--- config.mk ---
export PLATFORM = sky130hd
export DESIGN_NAME = scc_mem_arbiter
export DESIGN_NICKNAME = d
export VERILOG_FILES = /design/src/rtl/scc_mem_pkg.sv /design/src/rtl/scc_lat_pipe.sv /design/src/rtl/scc_mem_arbiter.sv
export SDC_FILE = /design/constraint.sdc
export NUM_CORES = 1
export LEC_CHECK = 0
export CORE_AREA = 2 2 86 88
export CTS_BUF_LIST = sky130_fd_sc_hd__clkbuf_8 sky130_fd_sc_hd__clkbuf_16
export DETAILED_ROUTE_END_ITERATION = 6
export DIE_AREA = 0 0 88 90
export PLACE_DENSITY = 0.74
export SLEW_MARGIN = 20
export SYNTH_ARGS = -nofsm -noshare
export SYNTH_HDL_FRONTEND = slang
export SYNTH_HIERARCHICAL = 1
export SYNTH_SLANG_ARGS = --single-unit
--- constraint.sdc ---
create_clock -name i_clk -period 4.9 [get_ports i_clk]
set_input_delay 0.98 -clock i_clk [delete_from_list [all_inputs] [get_ports i_clk]]
set_output_delay 0.98 -clock i_clk [all_outputs]
set_load 0.03 [all_outputs]
--- src/rtl/scc_mem_pkg.sv ---
// rtl/scc_mem_pkg.sv - shared types and defaults for the SCC memory arbiter
package scc_mem_pkg;

   typedef enum logic [1:0] {
      OWN_NONE = 2'd0,
      OWN_IF   = 2'd1,
      OWN_DM   = 2'd2
   } owner_t;

   localparam int DEF_ADDR_W     = 16;
   localparam int DEF_DATA_W     = 32;
   localparam int DEF_MEM_LAT    = 2;
   localparam int DEF_STARVE_MAX = 4;

   localparam int ERR_WITHDRAW = 0;
   localparam int ERR_MISALIGN = 1;

endpackage

--- src/rtl/scc_lat_pipe.sv ---
// rtl/scc_lat_pipe.sv - owner-tag shift register matching the memory read latency
module scc_lat_pipe
   import scc_mem_pkg::*;
#(
   parameter int DEPTH = DEF_MEM_LAT
) (
   input  logic       i_clk,
   input  logic       i_rst,
   input  logic       i_en,
   input  logic [1:0] i_owner,
   output logic [1:0] o_tail
);

   owner_t r_tag [DEPTH];

   always_ff @(posedge i_clk or posedge i_rst) begin
      if (i_rst) begin
         for (int i = 0; i < DEPTH; i++) r_tag[i] <= OWN_NONE;
      end else if (i_en) begin
         r_tag[0] <= owner_t'(i_owner);
         for (int i = 1; i < DEPTH; i++) r_tag[i] <= r_tag[i-1];
      end
   end

   assign o_tail = r_tag[DEPTH-1];

endmodule

--- src/rtl/scc_mem_arbiter.sv ---
// rtl/scc_mem_arbiter.sv - fetch/data arbiter for one fixed-latency memory port
module scc_mem_arbiter
   import scc_mem_pkg::*;
#(
   parameter int ADDR_W     = DEF_ADDR_W,
   parameter int DATA_W     = DEF_DATA_W,
   parameter int MEM_LAT    = DEF_MEM_LAT,
   parameter int STARVE_MAX = DEF_STARVE_MAX
) (
   input  logic              i_clk,
   input  logic              i_rst,
   input  logic              i_clk_en,
   input  logic              i_if_req,
   input  logic [ADDR_W-1:0] i_if_addr,
   output logic              o_if_gnt,
   output logic              o_if_rvalid,
   output logic [DATA_W-1:0] o_if_rdata,
   input  logic              i_dm_req,
   input  logic              i_dm_we,
   input  logic [ADDR_W-1:0] i_dm_addr,
   input  logic [DATA_W-1:0] i_dm_wdata,
   output logic              o_dm_gnt,
   output logic              o_dm_rvalid,
   output logic [DATA_W-1:0] o_dm_rdata,
   output logic              o_mem_en,
   output logic              o_mem_we,
   output logic [ADDR_W-1:0] o_mem_addr,
   output logic [DATA_W-1:0] o_mem_wdata,
   input  logic [DATA_W-1:0] i_mem_rdata,
   output logic [1:0]        o_err_bits
);

   localparam int CNT_W = $clog2(STARVE_MAX + 1);

   logic [CNT_W-1:0] r_starve_cnt;
   logic             r_if_wait;
   logic             r_dm_wait;
   logic [1:0]       r_err;

   logic             w_en;
   logic             w_if_prio;
   logic             w_if_gnt;
   logic             w_dm_gnt;
   logic [1:0]       w_owner_in;
   logic [1:0]       w_tail;

   assign w_en      = i_clk_en & ~i_rst;
   assign w_if_prio = (r_starve_cnt == CNT_W'(STARVE_MAX));
   assign w_if_gnt  = w_en & i_if_req & (~i_dm_req | w_if_prio);
   assign w_dm_gnt  = w_en & i_dm_req & ~w_if_gnt;

   // Stores never return data, so they occupy their pipeline slot as NONE.
   assign w_owner_in = w_if_gnt                ? 2'(OWN_IF) :
                       (w_dm_gnt & ~i_dm_we)   ? 2'(OWN_DM) : 2'(OWN_NONE);

   always_ff @(posedge i_clk or posedge i_rst) begin
      if (i_rst) begin
         r_starve_cnt <= '0;
         r_if_wait    <= 1'b0;
         r_dm_wait    <= 1'b0;
         r_err        <= 2'b00;
      end else if (i_clk_en) begin
         if (w_if_gnt | ~i_if_req) r_starve_cnt <= '0;
         else if (w_dm_gnt)        r_starve_cnt <= r_starve_cnt + CNT_W'(1);
         r_if_wait <= i_if_req & ~w_if_gnt;
         r_dm_wait <= i_dm_req & ~w_dm_gnt;
         if ((r_if_wait & ~i_if_req) | (r_dm_wait & ~i_dm_req)) r_err[ERR_WITHDRAW] <= 1'b1;
         if (w_dm_gnt & (|i_dm_addr[1:0]))                       r_err[ERR_MISALIGN] <= 1'b1;
      end
   end

   scc_lat_pipe #(
      .DEPTH (MEM_LAT)
   ) u_lat_pipe (
      .i_clk   (i_clk),
      .i_rst   (i_rst),
      .i_en    (i_clk_en),
      .i_owner (w_owner_in),
      .o_tail  (w_tail)
   );

   assign o_if_gnt    = w_if_gnt;
   assign o_dm_gnt    = w_dm_gnt;
   assign o_mem_en    = w_if_gnt | w_dm_gnt;
   assign o_mem_we    = w_dm_gnt & i_dm_we;
   assign o_mem_addr  = w_if_gnt ? i_if_addr : (w_dm_gnt ? i_dm_addr : '0);
   assign o_mem_wdata = w_dm_gnt ? i_dm_wdata : '0;
   assign o_if_rvalid = (w_tail == 2'(OWN_IF));
   assign o_dm_rvalid = (w_tail == 2'(OWN_DM));
   assign o_if_rdata  = o_if_rvalid ? i_mem_rdata : '0;
   assign o_dm_rdata  = o_dm_rvalid ? i_mem_rdata : '0;
   assign o_err_bits  = r_err;

endmodule

==> flow_summary.yaml <==
run_status:
  status: "finished clean"
synth:
  ys_seq_area_share_pct: 19.5
  yosysTopAreaCellShare_pct: 43.0
  synth_most_common_cell: "and2_1"
  yosys_warnings: 6
  synth_flop_cell: "dfrtp_1"
  ys_seq_elements: 11
  synth_commonest_cells: "97 x and2_1, 17 x a22o_1, 11 x dfrtp_1, 7 x inv_1, 6 x clkbuf_1"
  syn_avg_cell_area_um2: 7.80
  yosysTopAreaCell: "and2_1"
  syn_inst: 181
  synth_nets: 285
  synth_cell_type_count: 25
  netlist_top_cells_area: "and2_1 43%, dfrtp_1 20%, a22o_1 11%, buf_6 3.2%, mux2_2 3.2%"
  synth-edff-count: 0
  syn_area_mm2: 0.00141
  async_flop_share_pct: 100
drt:
  drc: 0
  avgRoutedWirePerCell_um: 13.9
  via_count: 1983
  routed_via_density: 4.03
  drt_iter0_drc: 19
  drtPass1Iterations: 4
  drt_wl_total_mm: 6.84
  postRouteAntennaNets: 0
cts:
  cts_tree: "built"
  clockBufferDepth: 2
  post_cts_buffers: 0
  h-tree-depth: 1
  ctsHoldBuffers: 0
  cts_root_buf: "clkbuf_8"
  cts_resized: 0
  numCtsBuffers: 3
  clk_pin_slew_ns: 0.05
  clkSinkCount: 11
  clkLatencyLatePin_ns: 0.23
setup_path:
  cp-startpoint: "i_clk_en"
  arrival_ns: 3.39
  start_kind: "primary input"
  worst_r2r_path_depth: 7
  cp_max_fo: 53
  cp-end-kind: "output port"
  reg2reg_from: "r_starve_cnt[0]"
  crit_type: "in2out"
  crit_required_ns: 3.92
  r2r_end: "u_lat_pipe/r_tag[3]"
  reg2reg_slack_ns: 3.10
  worstSetupEndpoint: "o_mem_wdata[19]"
floorplanning:
  coreArea_mm2: 0.00702
  die_y_um: 90
  fp-row-count: 31
  io-pin-count: 222
  fp.dieArea_mm2: 0.00792
  die_w_um: 88
  start_util_pct: 20.1
placement:
  routabilityCongestion: 0.788
  portBuffers: 221
  dpl.hpwl_mm: 5.81
sta:
  fin_setup_tns_ns: 0
  finalMaxSlewViolations: 0
  relSlewSlack_pct: 70.0
  rsz0062_at_grt: "no"
  finalClockSkew_ns: 0.00325
  max_freq_mhz: 229
  min_period_ns: 4.37
  worst_pin_slew_ns: 0.449
  hold_violations: 0
  setup_violations: 0
  period_share_pct: 89.2
power:
  internal-power_uw: 291
  switchingPower_uw: 150
  combPwrFrac_pct: 57.8
  power.share.sequential_pct: 22.3
  leakagePower_uw: 0.00153
  power_density_mw_per_mm2: 120
  vdd_ir_drop_max_uv: 129
  swShare_pct: 34.1
  p_clk_share_pct: 20.0
  finalPower_uw: 441
global_route:
  grt_start_max_net_pins: 54
  grt_pass1_vias: 1964
  grt_usage_pct: 16.0
  grt_overflow: 0
  antenna_found_initial: 0
  grt_pass1_wl_mm: 10.3
min_path:
  hp-class: "reg2reg"
  hp-start: "o_err_bits[1]"
  worstHoldPathCells: 1
job:
  drv_cap: 0
cells_and_area:
  syn_to_final_growth_pct: 160
  drive_above_1_share_pct: 10.7
  final_nets: 498
  diodes: 0
==> per-layer routing <==
metal  vias up  global-route usage, %  part of all wire [%]
li1       1006                      -                     -
met1       901                   17.9                    38
met5         -                      0                     0
met4         0                   2.95                  0.97
met3         6                   3.03                   6.8
met2        70                   30.8                    55
==> flip-flops by register name, indices dropped and copies added, names as in the netlist <==
signal	flops
r_starve_cnt	3
o_err_bits	2
u_lat_pipe/o_tail	2
u_lat_pipe/r_tag	2
r_dm_wait	1
r_if_wait	1
==> cell type report <==
type                    count  area [um2]
clock buffers               3        41.3
repair buffers            225        2200
inverters                   7        26.3
well taps                  99         124
fillers                   676        3360
flip-flops and latches     11         275
clock inverters             1        3.75
multi-input cells         146         997
==> worst max-delay path, cell delays in order <==
cell and delay, ns:
clkdlybuf4s50_1 0.75, and2b_4 0.25, and3_1 0.15, buf_4 0.37
and2_1 0.20, clkdlybuf4s50_1 0.67
==> per-stage QoR <==
stage                     cells  hold slack (ns)  area, um2  worst slack [ns]  utilization (%)
after floorplan             181            0.472       1410              1.93                -
after global placement      488            0.455       3620             0.608             51.6
after detailed placement    488            0.451       3620             0.536             51.6
after CTS                   492            0.467       3660             0.539             52.2
after global routing        492            0.492       3660             0.396             52.2
final                       492            0.457       3660             0.531             52.2
==> how the worst min path moves through the flow <==
stage | end | slack [ns]
after floorplan | r_starve_cnt[1] | 0.47
after global routing | o_err_bits[0] | 0.49
after CTS | o_err_bits[1] | 0.47
after detailed placement | o_err_bits[1] | 0.45
final | o_err_bits[1] | 0.46
after global placement | o_err_bits[1] | 0.46
==> layout by cell type (no fill, tap or decap), drive strengths merged, types with 2 or more instances in the layout <==
cell	count
dfrtp	11
nand3	2
and2	97
nor2b	4
clkdlybuf4s50	193
mux2	4
buf	32
a22o	17
nand2	3
clkbuf	3
ha	2
o21a	2
a21o	2
inv	8
o21ai	3
o22ai	2
==> cell families (layout without fill, tap and decap cells) <==
| group | Yosys count | in the layout | share of synthesized area (%) |
|---|---|---|---|
| DFF | 11 | 11 | 19.5 |
| muxes | 4 | 4 | 3.19 |
| and+or+nand+nor | 110 | 110 | 48.3 |
| AOI/OAI and AO/OA | 30 | 30 | 17.4 |
| buffers and inverters | 24 | 236 | 9.84 |
| adders and majority gates | 2 | 2 | 1.77 |
==> power groups by stage <==
stage / Combinational (uW) / Clock (uW) / Sequential [uW]
5_1_grt: 271 / 94.7 / 98.7
3_5_place_dp: 257 / 0 / 99.8
6_report: 255 / 88.0 / 98.3
3_3_place_gp: 254 / 0 / 99.7
4_1_cts: 257 / 91.4 / 98.4
2_1_floorplan: 109 / 0 / 101
Note: power is estimated with default switching activity, not from simulation.
